--- src/rtl/keypad_decoder_if.sv ---
// Scan-side bundle between the keypad/display scan FSM and keypad_decoder.
// master = scan/consumer side, slave = decoder.
interface keypad_decoder_if;
  logic [1:0] SEL;
  logic [3:0] ROW;
  logic [3:0] KEY;
  logic       KEY_VALID;
  logic       KEY_DOWN;

  modport master (output SEL, ROW, input KEY, KEY_VALID, KEY_DOWN);
  modport slave  (input SEL, ROW, output KEY, KEY_VALID, KEY_DOWN);
endinterface

--- src/rtl/keypad_decoder.sv ---
// Debounced 4x4 keypad decoder: accumulates one column per mux_rate edge into full scans.
// Optional feature: define KEYPAD_AUTOREPEAT_EN for periodic KEY_VALID re-pulses while held.
//
// state      | meaning
// S_IDLE     | no key accepted, waiting for a clean single-key scan
// S_DEBOUNCE | same single key seen cnt consecutive scans
// S_PRESSED  | key accepted, KEY_DOWN high
// S_RELEASE  | accepted key absent cnt consecutive scans, KEY_DOWN still high
module keypad_decoder #(
  parameter int unsigned DEBOUNCE_SCANS = 4,
  parameter int unsigned REPEAT_SCANS   = 32
) (
  input logic             mux_rate,
  input logic             reset,
  keypad_decoder_if.slave kp
);

  if (DEBOUNCE_SCANS < 1 || DEBOUNCE_SCANS > 15 ||
      REPEAT_SCANS < 2 || REPEAT_SCANS > 255) begin : g_param_check
    $error("keypad_decoder: DEBOUNCE_SCANS or REPEAT_SCANS out of range");
  end

  localparam logic [3:0] DEB = 4'(DEBOUNCE_SCANS);
`ifdef KEYPAD_AUTOREPEAT_EN
  localparam logic [7:0] RPT = 8'(REPEAT_SCANS);
`endif

  typedef enum logic [1:0] {
    S_IDLE,
    S_DEBOUNCE,
    S_PRESSED,
    S_RELEASE
  } state_t;

  state_t     state;
  logic [3:0] cnt;
  logic [3:0] cand;
  logic [3:0] key_q;
  logic       valid_q;
  logic       down_q;
`ifdef KEYPAD_AUTOREPEAT_EN
  logic [7:0] rpt_cnt;
`endif

  logic       acc_armed;
  logic [1:0] acc_sel;
  logic       acc_hit;
  logic       acc_multi;
  logic       acc_cand;
  logic [3:0] acc_code;

  function automatic logic [3:0] key_code(input logic [1:0] r, input logic [1:0] c);
    logic [3:0] code;
    case ({r, c})
      4'h0: code = 4'h1;  4'h1: code = 4'h2;  4'h2: code = 4'h3;  4'h3: code = 4'hA;
      4'h4: code = 4'h4;  4'h5: code = 4'h5;  4'h6: code = 4'h6;  4'h7: code = 4'hB;
      4'h8: code = 4'h7;  4'h9: code = 4'h8;  4'hA: code = 4'h9;  4'hB: code = 4'hC;
      4'hC: code = 4'hE;  4'hD: code = 4'h0;  4'hE: code = 4'hF;  default: code = 4'hD;
    endcase
    return code;
  endfunction

  logic [2:0] n_low;
  logic [3:0] smp_code;
  logic       smp_cand;

  always_comb begin
    n_low    = '0;
    smp_code = '0;
    smp_cand = 1'b0;
    for (int r = 0; r < 4; r++) begin
      if (!kp.ROW[r]) begin
        n_low    = n_low + 3'd1;
        smp_code = key_code(2'(r), kp.SEL);
        if (key_code(2'(r), kp.SEL) == cand) smp_cand = 1'b1;
      end
    end
  end

  // Scan state including the current sample; a SEL=0 sample always starts afresh.
  logic       start_scan;
  logic       cont_scan;
  logic       scan_close;
  logic       scan_hit;
  logic       scan_multi;
  logic       scan_cand;
  logic [3:0] scan_code;
  logic       res_single;

  always_comb begin
    start_scan = (kp.SEL == 2'd0);
    cont_scan  = !start_scan && acc_armed && (kp.SEL == acc_sel + 2'd1);
    scan_close = cont_scan && (kp.SEL == 2'd3);
    scan_hit   = (cont_scan && acc_hit) || (n_low != 3'd0);
    scan_multi = (cont_scan && acc_multi) || (n_low >= 3'd2) ||
                 (cont_scan && acc_hit && (n_low != 3'd0));
    scan_cand  = (cont_scan && acc_cand) || smp_cand;
    scan_code  = (cont_scan && acc_hit) ? acc_code : smp_code;
    res_single = scan_hit && !scan_multi;
  end

  logic [3:0] cnt_next;
  logic       cnt_reach;

  always_comb begin
    cnt_next  = (cnt >= DEB) ? DEB : cnt + 4'd1;
    cnt_reach = (cnt_next == DEB);
  end

  always_ff @(posedge mux_rate) begin
    if (!reset) begin
      state     <= S_IDLE;
      cnt       <= '0;
      cand      <= '0;
      key_q     <= '0;
      valid_q   <= 1'b0;
      down_q    <= 1'b0;
      acc_armed <= 1'b0;
      acc_sel   <= '0;
      acc_hit   <= 1'b0;
      acc_multi <= 1'b0;
      acc_cand  <= 1'b0;
      acc_code  <= '0;
`ifdef KEYPAD_AUTOREPEAT_EN
      rpt_cnt   <= '0;
`endif
    end else begin
      valid_q <= 1'b0;

      if (start_scan || cont_scan) begin
        acc_armed <= !scan_close;
        acc_sel   <= kp.SEL;
        acc_hit   <= scan_hit;
        acc_multi <= scan_multi;
        acc_cand  <= scan_cand;
        acc_code  <= scan_code;
      end else begin
        acc_armed <= 1'b0;
      end

      if (scan_close) begin
        case (state)
          S_IDLE: begin
            if (res_single) begin
              cand <= scan_code;
              if (DEB == 4'd1) begin
                state   <= S_PRESSED;
                cnt     <= DEB;
                key_q   <= scan_code;
                valid_q <= 1'b1;
                down_q  <= 1'b1;
`ifdef KEYPAD_AUTOREPEAT_EN
                rpt_cnt <= '0;
`endif
              end else begin
                state <= S_DEBOUNCE;
                cnt   <= 4'd1;
              end
            end
          end

          S_DEBOUNCE: begin
            if (res_single && scan_code == cand) begin
              cnt <= cnt_next;
              if (cnt_reach) begin
                state   <= S_PRESSED;
                key_q   <= cand;
                valid_q <= 1'b1;
                down_q  <= 1'b1;
`ifdef KEYPAD_AUTOREPEAT_EN
                rpt_cnt <= '0;
`endif
              end
            end else if (res_single) begin
              cand <= scan_code;
              cnt  <= 4'd1;
            end else begin
              state <= S_IDLE;
            end
          end

          S_PRESSED: begin
            if (!scan_cand) begin
              if (DEB == 4'd1) begin
                state  <= S_IDLE;
                down_q <= 1'b0;
              end else begin
                state <= S_RELEASE;
                cnt   <= 4'd1;
              end
`ifdef KEYPAD_AUTOREPEAT_EN
              rpt_cnt <= '0;
            end else if (rpt_cnt == RPT - 8'd1) begin
              valid_q <= 1'b1;
              rpt_cnt <= '0;
            end else begin
              rpt_cnt <= rpt_cnt + 8'd1;
`endif
            end
          end

          S_RELEASE: begin
`ifdef KEYPAD_AUTOREPEAT_EN
            rpt_cnt <= '0;
`endif
            if (scan_cand) begin
              state <= S_PRESSED;
            end else begin
              cnt <= cnt_next;
              if (cnt_reach) begin
                state  <= S_IDLE;
                down_q <= 1'b0;
              end
            end
          end

          default: state <= S_IDLE;
        endcase
      end
    end
  end

  assign kp.KEY       = key_q;
  assign kp.KEY_VALID = valid_q;
  assign kp.KEY_DOWN  = down_q;

endmodule

--- src/flat_wrapper.sv ---
// flat-port wrapper written by rule: the top's interface ports become plain ports
module keypad_decoder_flat 
#(
  parameter int unsigned DEBOUNCE_SCANS = 4,
  parameter int unsigned REPEAT_SCANS   = 32
)
  (mux_rate, reset, kp_SEL, kp_ROW, kp_KEY, kp_KEY_VALID, kp_KEY_DOWN);
  keypad_decoder_if kp_i ();
  input logic mux_rate;
  input logic reset;
  input wire logic [$bits(kp_i.SEL)-1:0] kp_SEL;
  input wire logic [$bits(kp_i.ROW)-1:0] kp_ROW;
  output wire logic [$bits(kp_i.KEY)-1:0] kp_KEY;
  output wire logic [$bits(kp_i.KEY_VALID)-1:0] kp_KEY_VALID;
  output wire logic [$bits(kp_i.KEY_DOWN)-1:0] kp_KEY_DOWN;
  assign kp_i.SEL = kp_SEL;
  assign kp_i.ROW = kp_ROW;
  assign kp_KEY = kp_i.KEY;
  assign kp_KEY_VALID = kp_i.KEY_VALID;
  assign kp_KEY_DOWN = kp_i.KEY_DOWN;
  keypad_decoder #(.DEBOUNCE_SCANS(DEBOUNCE_SCANS), .REPEAT_SCANS(REPEAT_SCANS)) u_core (.mux_rate(mux_rate), .reset(reset), .kp(kp_i));
endmodule
--- config.mk ---
export PLATFORM = sky130hd
export DESIGN_NAME = keypad_decoder_flat
export DESIGN_NICKNAME = d
export VERILOG_FILES = /design/src/rtl/keypad_decoder_if.sv /design/src/rtl/keypad_decoder.sv /design/src/flat_wrapper.sv
export SDC_FILE = /design/constraint.sdc
export NUM_CORES = 1
export LEC_CHECK = 0
export CORE_MARGIN = 3
export CORE_UTILIZATION = 30
export DETAILED_ROUTE_END_ITERATION = 6
export PLACE_DENSITY = 0.55
export SYNTH_ARGS = -nofsm -noshare
export SYNTH_HDL_FRONTEND = slang
export SYNTH_SLANG_ARGS = --single-unit
--- constraint.sdc ---
create_clock -name mux_rate -period 4 [get_ports mux_rate]
set_input_delay 0.8 -clock mux_rate [delete_from_list [all_inputs] [get_ports mux_rate]]
set_output_delay 0.8 -clock mux_rate [all_outputs]
set_load 0.03 [all_outputs]
==> Word-level counts from Yosys, hierarchy flattened <==
Index checks and enable logic that the tools add are counted.
{ "totals": {"reg_bits": 26, "latchBits": 0, "mem_bits_rw": 0, "mem_bits_ro": 0, "output_inout_bits": 6, "wordCells": 119, "mem_count": 0} }
{ "op_classes": {"n_addsub": 5, "n_mul": 0, "div_mod_pow": 0, "n_lt_le_gt_ge": 2, "eq_ne": 23, "shifts": 0, "muxes": 48, "n_bitwise": 0, "reduce_logical": 29} }
{ "ops": {"columns": ["operator", "n"], "rows": [
  ["2-to-1 mux 4 bit", 16],
  ["case mux 4 bit (4 select lines)", 4],
  ["== test 4 bit", 5],
  ["2-to-1 mux 1 bit", 14],
  ["2-to-1 mux 2 bit", 7],
  ["case mux 4 bit (3 select lines)", 1],
  ["AND reduction 6 bit", 2],
  ["logical AND 1 bit", 9],
  ["2-to-1 mux 3 bit", 3],
  ["== test 2 bit (second input constant)", 4],
  ["!= test 2 x 1 -> 1 bit (second input constant)", 4],
  ["case mux 2 bit (4 select lines)", 1],
  ["case mux 4 bit (2 select lines)", 1],
  ["AND reduction 4 bit", 2],
  ["adder 3 x 1 -> 3 bit (second input constant)", 2],
  ["!= test 2 bit (second input constant)", 3],
  ["AND reduction 3 bit", 2],
  ["logical OR 1 bit", 5],
  ["adder 4 x 1 -> 4 bit (second input constant)", 1],
  ["== test 2 x 1 -> 1 bit (second input constant)", 2],
  ["== test 4 x 3 -> 1 bit (second input constant)", 1],
  [">= comparator 4 x 3 -> 1 bit (second input constant)", 1],
  ["zero test 2 bit", 2],
  ["nonzero test 2 bit", 2],
  ["11 further kinds", 13]
]} }

==> Logic depth before layout (Yosys ltp) <==
Gate-level depths: netlist of run 1.
{ "logic_depth": {"ltp_word": 15, "mapped_depth": 13} }

==> Worst setup path before layout of run 1 <==
OpenSTA, ideal clock, no wires.
{ "synth_path": {"path_type": "input port to flip-flop", "start": "input kp_ROW[1]", "end": "register u_core.cand[2]", "setup_ps": 131, "t_arrival_ps": 3039, "required_ps": 3869, "setup_slack_ps": 830, "cell_stages": 11, "n_path_buf": 2, "cell_sequence": "clkbuf_1 inv_1 ha_1 xnor2_2 xnor2_1 or4_4 a2111oi_4 buf_2 nor2_1 a31oi_1 o211ai_1"} }
{ "synth_via": {"elab_chain_cells": 13} }
{ "synth_rtl": {"columns": ["item", "line", "source"], "rows": [
  ["from (decl)", "flat_wrapper.sv:12", "input wire logic [$bits(kp_i.ROW)-1:0] kp_ROW;"],
  ["2-to-1 mux 3 bit", "keypad_decoder.sv:72", "if (!kp.ROW[r]) begin"],
  ["adder 3 x 1 -> 3 bit", "keypad_decoder.sv:73", "n_low = n_low + 3'd1;"],
  ["2-to-1 mux 3 bit", "keypad_decoder.sv:72", null],
  ["adder 3 x 1 -> 3 bit", "keypad_decoder.sv:73", null],
  ["2-to-1 mux 3 bit", "keypad_decoder.sv:72", null],
  [">= comparator 3 x 2 -> 1 bit / nonzero test 3 bit (equally long branches)", "keypad_decoder.sv:95, keypad_decoder.sv:94, keypad_decoder.sv:96", null],
  ["logical OR 1 bit / logical AND 1 bit (equally long branches)", "keypad_decoder.sv:95, keypad_decoder.sv:96", null],
  ["logical OR 1 bit", "keypad_decoder.sv:95", "scan_multi = (cont_scan && acc_multi) || (n_low >= 3'd2) ||"],
  ["zero test 1 bit", "keypad_decoder.sv:99", "res_single = scan_hit && !scan_multi;"],
  ["logical AND 1 bit", "keypad_decoder.sv:99", null],
  ["2-to-1 mux 4 bit / logical AND 1 bit (equally long branches)", "keypad_decoder.sv:144, keypad_decoder.sv:174, keypad_decoder.sv:163", null],
  ["2-to-1 mux 4 bit / != test 2 bit (equally long branches)", null, null],
  ["case mux 4 bit (2 select lines) / AND reduction 3 bit (equally long branches)", null, null],
  ["to (signal assigned)", "keypad_decoder.sv:145", "cand <= scan_code;"],
  ["to (signal assigned)", "keypad_decoder.sv:175", "cand <= scan_code;"],
  ["to (decl)", "keypad_decoder.sv:37", "logic [3:0] cand;"]
]} }
Parallel ways exist; a longest one is shown, timed or not. The select of a mux whose other input is x is not followed.
A chain may end at the register's enable or synchronous reset.

==> Worst setup path in the final report of run 1 <==
{ "layout_path": {"start": "input kp_ROW[1]", "end": "register u_core.cnt[0]"} }
{ "layout_via": {"elab_chain_cells": 13} }
{ "layout_rtl": {"columns": ["item", "line", "source"], "rows": [
  ["2-to-1 mux 3 bit", "keypad_decoder.sv:72", null],
  ["adder 3 x 1 -> 3 bit", "keypad_decoder.sv:73", null],
  ["2-to-1 mux 3 bit", "keypad_decoder.sv:72", null],
  ["adder 3 x 1 -> 3 bit", "keypad_decoder.sv:73", null],
  ["2-to-1 mux 3 bit", "keypad_decoder.sv:72", null],
  [">= comparator 3 x 2 -> 1 bit / nonzero test 3 bit (equally long branches)", "keypad_decoder.sv:95, keypad_decoder.sv:94, keypad_decoder.sv:96", null],
  ["logical OR 1 bit / logical AND 1 bit (equally long branches)", "keypad_decoder.sv:95, keypad_decoder.sv:96", null],
  ["logical OR 1 bit", "keypad_decoder.sv:95", null],
  ["zero test 1 bit", "keypad_decoder.sv:99", null],
  ["logical AND 1 bit", "keypad_decoder.sv:99", null],
  ["2-to-1 mux 4 bit / logical AND 1 bit (equally long branches)", null, null],
  ["2-to-1 mux 4 bit", "keypad_decoder.sv:163", "if (res_single && scan_code == cand) begin"],
  ["case mux 4 bit (4 select lines)", "keypad_decoder.sv:142", "case (state)"],
  ["to (signal assigned)", "keypad_decoder.sv:164", "cnt <= cnt_next;"],
  ["to (signal assigned)", "keypad_decoder.sv:209", "cnt <= cnt_next;"],
  ["to (decl)", "keypad_decoder.sv:36", "logic [3:0] cnt;"]
]} }
Parallel ways exist; a longest one is shown, timed or not.

==> results of run 1 <==
## synthesized netlist by cell type (2+ instances only)
| library cell | n | area [um^2] |
|---|---|---|
| and3_1 | 3 | 18.8 |
| o21bai_1 | 2 | 15.0 |
| xnor2_2 | 2 | 32.5 |
| dfxtp_1 | 26 | 521 |
| o2111ai_1 | 5 | 43.8 |
| nor2_1 | 28 | 105 |
| o21ai_0 | 11 | 55.1 |
| o21a_1 | 2 | 15.0 |
| a31oi_1 | 8 | 50.1 |
| and2_1 | 3 | 18.8 |
| xnor2_1 | 5 | 43.8 |
| and4bb_1 | 2 | 25.0 |
| a31o_2 | 2 | 17.5 |
| and4_1 | 2 | 17.5 |
| a21boi_0 | 3 | 22.5 |
| nand2b_1 | 2 | 12.5 |
| buf_2 | 3 | 15.0 |
| or3_1 | 3 | 18.8 |
| nand3_1 | 12 | 60.1 |
| mux2_2 | 5 | 56.3 |
| nand3b_1 | 2 | 15.0 |
| ha_1 | 10 | 125 |
| xor2_1 | 3 | 26.3 |
| mux2i_1 | 11 | 110 |
| a32o_1 | 2 | 20.0 |
| nand4_1 | 4 | 25.0 |
| o211ai_1 | 8 | 60.1 |
| nand2_1 | 24 | 90.1 |
| nor2b_1 | 4 | 25.0 |
| clkbuf_1 | 13 | 48.8 |
| a221oi_1 | 2 | 17.5 |
| o211a_1 | 2 | 20.0 |
| a21oi_1 | 11 | 55.1 |
| a211oi_1 | 2 | 15.0 |
| inv_1 | 15 | 56.3 |
| a32oi_1 | 2 | 17.5 |
| nor3b_1 | 4 | 30.0 |
## final cells by class
class / instances / area [um^2] / area share (%)
Clock buffer: 3 / 41.3 / 1.64
Clock inverter: 1 / 30.0 / 1.19
Inverter: 15 / 56.3 / 2.24
Multi-Input combinational cell: 217 / 1550 / 61.6
Sequential cell: 26 / 520 / 20.7
Tap cell: 96 / 120 / 4.78
Timing Repair Buffer: 22 / 198 / 7.86
## report_power, final
part / leakage, nW / internal (mW) / total, mW / switching (mW)
sequential: 0.211 / 0.266 / 0.274 / 0.00810
clock: 0.0357 / 0.134 / 0.222 / 0.0878
combinational: 0.699 / 0.0591 / 0.148 / 0.0887
## metrics by stage
stage / hold WS, ns / std cells / util [%] / setup WS [ns]
6_report: 0.468 / 380 / 36.2 / 0.497
5_1_grt: 0.502 / 380 / 36.2 / 0.237
3_5_place_dp: 0.460 / 376 / 35.2 / 0.232
3_3_place_gp: 0.451 / 376 / 35.2 / 0.187
4_1_cts: 0.474 / 380 / 36.2 / 0.487
2_1_floorplan: 0.445 / 276 / - / 0.830
## registers in the layout, summed over array words and instances (netlist names)
signal               flops
u_core.acc_code          4
u_core.cand              4
u_core.cnt               4
u_core.kp.KEY            4
u_core.acc_sel           2
u_core.state             2
u_core.acc_armed         1
u_core.acc_cand          1
u_core.acc_hit           1
u_core.acc_multi         1
u_core.kp.KEY_DOWN       1
u_core.kp.KEY_VALID      1
## worst register-to-register path: stages (launching register included)
cell and delay [ns]:
dfxtp_1 0.34, xnor2_2 0.19, mux2_2 0.45, nand2_1 0.25, mux2_2 0.41, mux2_2 0.34, nand4_2 0.22, mux2i_1 0.22
## cells by family (layout without fill, tap and decap cells)
| kind of cell | Yosys count | after routing | synth area share [%] |
|---|---|---|---|
| XOR/XNOR | 10 | 10 | 4.65 |
| multiplexers | 16 | 16 | 7.55 |
| AO/OA/AOI/OAI | 78 | 78 | 27.4 |
| buffers and inverters | 33 | 41 | 6.13 |
| adder cells (fa/ha/maj) | 10 | 10 | 5.68 |
| AND/OR/NAND/NOR | 103 | 103 | 25.0 |
| flip-flops | 26 | 26 | 23.6 |
## placed cells by master (no fill, tap or decap), types with 10 or more instances in the layout
cell | netlist | layout
a21oi_1 | 11 | 11
inv_1 | 15 | 15
nand3_1 | 12 | 12
clkdlybuf4s50_1 | 0 | 13
ha_1 | 10 | 10
nand2_1 | 24 | 24
mux2i_1 | 11 | 11
o21ai_0 | 11 | 11
dfxtp_1 | 26 | 26
nor2_1 | 28 | 28
## layer usage
layer	up-vias	part of all wire [%]	track usage [%]
met2	22	48	23.1
met5	-	0	0
met1	969	49	18.9
li1	1038	-	-
met3	6	1.7	2.05
met4	0	1.5	3.34
## worst max-delay path by stage
stage | slack (ns) | from | end
3_3_place_gp | 0.19 | kp_ROW[1] | u_core.cnt[0]$_SDFFE_PN0P_
3_5_place_dp | 0.23 | kp_ROW[1] | u_core.cnt[0]$_SDFFE_PN0P_
4_1_cts | 0.49 | kp_ROW[1] | u_core.cnt[0]$_SDFFE_PN0P_
6_report | 0.50 | kp_ROW[1] | u_core.cnt[0]$_SDFFE_PN0P_
2_1_floorplan | 0.83 | kp_ROW[1] | u_core.cand[2]$_SDFFE_PN0P_
5_1_grt | 0.24 | kp_ROW[1] | u_core.cnt[0]$_SDFFE_PN0P_
==> impl_metrics.yaml, run 1 <==
worst_setup_path:
  r2r_setup_slack_ns: 1.52
  cp-end-kind: "flop"
  cp.depth: 11
  crit_required_ns: 4.17
  critPathKind: "primary input to flop"
  cp_slowest_stage_delay_ns: 0.65
  worstSetupStartpointType: "primary input"
  critPathSlowestCell: "clkdlybuf4s50_1"
  crit_chain: "clkdlybuf4s50_1, inv_1, ha_1, xnor2_2, ha_1, xor2_1, a32oi_1, nand3_1, o211ai_1, nand4_1, and4b_1"
  worstRegToRegCells: 7
  r2r_end: "u_core.kp.KEY[0]$_SDFFE_PN0P_"
  path_common_cell: "ha_1"
  arrival_ns: 3.67
  crit_fanout: 10
  path_delay_family: "buffers and inverters"
  timing.rr.start: "u_core.acc_sel[1]$_SDFFE_PN0N_"
  cp_num_buf_inv: 2
die:
  die_area_mm2: 0.00841
  io_pins: 14
  dieWidth_um: 91.7
  start_util_pct: 31.7
  core-area_mm2: 0.00694
  num_rows: 30
  die_h_um: 91.7
clocking:
  cts_buffers: 3
  root_buffer: "clkbuf_8"
  insertion_delay_ns: 0.27
  post_cts_buffers: 0
  htreeDepth: 1
  cts-resized-gates: 0
  clk_pin_slew_ns: 0.10
  cts_hold_buf: 0
  cts_tree: "done"
  numClockSinks: 26
  cts.path.max_buffers: 2
finish:
  nFillCells: 739
  fin_area_mm2: 0.00251
  n_antenna_cell: 0
  drive_above_1_share_pct: 11.3
  syn_to_final_growth_pct: 14.1
  nets: 303
place:
  gp_congestion: 0.851
  post_dp_cell_area_mm2: 0.00244
  port_buffers: 13
  dpl.hpwl_um: 4360
logic_synthesis:
  synth_seq_cells: 26
  synth_flop_cell: "dfxtp_1"
  avgSynthCellArea_um2: 7.99
  synthArstFlopShare_pct: 0
  synth_area_mm2: 0.00220
  synth_edf_count: 0
  synth_seq_area_share_pct: 23.6
  synth_cell_type_count: 65
  synth.net_count: 294
  ys.warnings.count: 0
  netlist_instances: 276
sta:
  setup_tns_ns: 0
  slew_violations: 0
  timing.final.crit_share_pct: 87.6
  rsz0062_at_grt: "no"
  clock.fmax_ghz: 0.285
  slew_headroom_pct: 51.6
  hold_viol: 0
  setup_viol: 0
  fin_crit_ns: 3.50
  worst_pin_slew_ns: 0.726
  finClkSkew_ns: 0.00572
route:
  ant_nets: 0
  drt_iter0_drc: 139
  drc: 0
  vias: 2035
  drt_first_pass_iters: 4
  routed_wl_um: 5620
  wire_per_inst_um: 14.8
  viasPerCell: 5.36
min_path:
  hold_path_depth: 2
  min_from: "u_core.kp.KEY[2]$_SDFFE_PN0P_"
  hold_class: "flop to flop"
  holdPathEnd: "u_core.kp.KEY[2]$_SDFFE_PN0P_"
job:
  cap_viol_max_count: 0
grt:
  grt_usage_pct: 13.9
  first_global_vias: 1947
  grt_max_degree: 35
  grt_overflow: 0
  grt_pass1_wl_um: 9690
  antenna_found_initial: 0
power:
  max-vdd-ir-drop_uv: 163
  leakage_nw: 0.946
  power_density_mw_per_mm2: 256
  power_mw: 0.644
status:
  status: "finished clean"
Power figures use the tool's default switching activity.
==> inputs of run 2 (changes only) <==
--- a/config.mk
+++ b/config.mk
@@ -7,6 +7,7 @@
 export LEC_CHECK = 0
 export CORE_MARGIN = 3
 export CORE_UTILIZATION = 30
+export CTS_CLUSTER_SIZE = 16
 export DETAILED_ROUTE_END_ITERATION = 6
 export PLACE_DENSITY = 0.55
 export SYNTH_ARGS = -nofsm -noshare
==> results of run 2 <==
The final DEF is identical to that of run 1; final timing and power are the same.
==> inputs of run 3 (changes only) <==
--- a/config.mk
+++ b/config.mk
@@ -5,11 +5,11 @@
 export SDC_FILE = /design/constraint.sdc
 export NUM_CORES = 1
 export LEC_CHECK = 0
-export CORE_MARGIN = 3
-export CORE_UTILIZATION = 30
+export CORE_MARGIN = 4
+export CORE_UTILIZATION = 60
 export CTS_CLUSTER_SIZE = 16
 export DETAILED_ROUTE_END_ITERATION = 6
-export PLACE_DENSITY = 0.55
+export PLACE_DENSITY = 0.9
 export SYNTH_ARGS = -nofsm -noshare
 export SYNTH_HDL_FRONTEND = slang
 export SYNTH_SLANG_ARGS = --single-unit
==> run 3 against run 2 <==
Count of clock-buffer cells in the layout is the same. Wire length rose by 1.3%. Critical path depth unchanged. Clock power about the same. Largest power group unchanged. Hold slack improved by 0.0022 ns. Maximum frequency is 2.1% lower. Final area down 2.5%. Non-clock buffer count unchanged. First-iteration DRC count rose by 91%. Clock skew is 0.0017 ns lower. Sequential share of layout area up 0.53 points. Utilization rose by 35 points.
==> impl_metrics.yaml, run 3 (synthesized netlist as in run 1, its figures left out) <==
min_path:
  hold_class: "flop to flop"
sta:
  hold_viol: 0
  timing.final.crit_share_pct: 89.4
  clock.fmax_ghz: 0.280
  setup_tns_ns: 0
  rsz0062_at_grt: "no"
  slew_violations: 0
  fin_crit_ns: 3.58
  finClkSkew_ns: 0.00402
  setup_viol: 0
  setup_ws_ns: 0.423
  slew_headroom_pct: 56.6
  worst_pin_slew_ns: 0.652
clocking:
  post_cts_buffers: 0
  cts_tree: "done"
  cts_buffers: 3
  cts-resized-gates: 0
  htreeDepth: 1
  cts.path.max_buffers: 2
  clk_pin_slew_ns: 0.09
  root_buffer: "clkbuf_8"
  insertion_delay_ns: 0.28
  cts_hold_buf: 0
  numClockSinks: 26
worst_setup_path:
  worstSetupStartpointType: "primary input"
  cp-end-kind: "flop"
  critPathKind: "primary input to flop"
  crit_required_ns: 4.16
  crit_fanout: 13
  arrival_ns: 3.73
place:
  port_buffers: 13
  dpl.hpwl_um: 4220
  gp_congestion: 0.900
  pre_cts_slack_ns: 0.242
grt:
  grt_overflow: 0
  first_global_vias: 2001
  grt_pass1_wl_um: 9320
  grt_max_degree: 21
  grt_usage_pct: 25.9
  antenna_found_initial: 0
power:
  power_density_mw_per_mm2: 264
  power_mw: 0.648
  leakage_nw: 0.946
  max-vdd-ir-drop_uv: 236
route:
  routed_wl_um: 5690
  drc: 0
  drt_first_pass_iters: 5
  wire_per_inst_um: 17.2
  vias: 2197
  drt_iter0_drc: 265
  ant_nets: 0
  viasPerCell: 6.66
die:
  dieWidth_um: 68.6
  num_rows: 21
  die_h_um: 68.6
  io_pins: 14
  start_util_pct: 64.0
  core-area_mm2: 0.00344
  die_area_mm2: 0.00471
finish:
  drive_above_1_share_pct: 11.3
  multi_input_area_mm2: 0.00155
  nFillCells: 271
  fin_util_pct: 71.2
  seq_area_um2: 520
  final_cell_mix: "nor2_1 (28), dfxtp_1 (26), nand2_1 (24), inv_1 (15), clkdlybuf4s50_1 (13)"
  final_common_cell: "nor2_1"
  nets: 303
  n_antenna_cell: 0
  syn_to_final_growth_pct: 11.2
job:
  cap_viol_max_count: 0
status:
  status: "finished clean"
## run 3: metrics by stage
stage / instances / hold WS, ns / cell area [um^2]
2_1_floorplan: 276 / 0.445 / 2200
3_3_place_gp: 326 / 0.448 / 2380
3_5_place_dp: 326 / 0.458 / 2380
4_1_cts: 330 / 0.470 / 2450
5_1_grt: 330 / 0.498 / 2450
6_report: 330 / 0.470 / 2450
## run 3: area by class of cell
cell class                      count  share of cell area [%]
Clock buffer                        3                    1.68
Clock inverter                      1                    1.22
Inverter                           15                    2.30
Multi-Input combinational cell    217                    63.2
Sequential cell                    26                    21.2
Tap cell                           46                    2.35
Timing Repair Buffer               22                    8.06
## run 3: path summary, 6_finish.rpt
kind,from,end,slack (ns),depth (start not counted)
setup / recovery,kp_ROW[1],u_core.cand[0]$_SDFFE_PN0P_,0.42,11
hold / removal,u_core.kp.KEY[2]$_SDFFE_PN0P_,u_core.kp.KEY[2]$_SDFFE_PN0P_,0.47,2
setup reg to reg,u_core.acc_sel[1]$_SDFFE_PN0N_,u_core.kp.KEY[0]$_SDFFE_PN0P_,1.51,7
hold reg to reg,u_core.kp.KEY[2]$_SDFFE_PN0P_,u_core.kp.KEY[2]$_SDFFE_PN0P_,0.47,2
## run 3: routing by layer
metal	vias up	GRT usage, %	part of all wire [%]
met5	-	0	0
met4	0	7.44	1.9
met3	18	3.57	7.4
met2	102	43.0	48
met1	1035	34.7	43
li1	1042	-	-
## run 3: power by group
group	leakage, nW	switching [mW]	internal [mW]
registers	0.211	0.00825	0.266
clock network	0.0357	0.0860	0.134
logic	0.699	0.0924	0.0617
total	0.946	0.187	0.462
## run 3: critical path: stages
cell,delay (ns)
clkdlybuf4s50_1,0.65
inv_1,0.09
ha_1,0.33
xnor2_2,0.17
xnor2_1,0.38
o21ai_1,0.30
a2111oi_4,0.41
buf_4,0.25
nor2_1,0.08
a31oi_1,0.15
o211ai_1,0.12
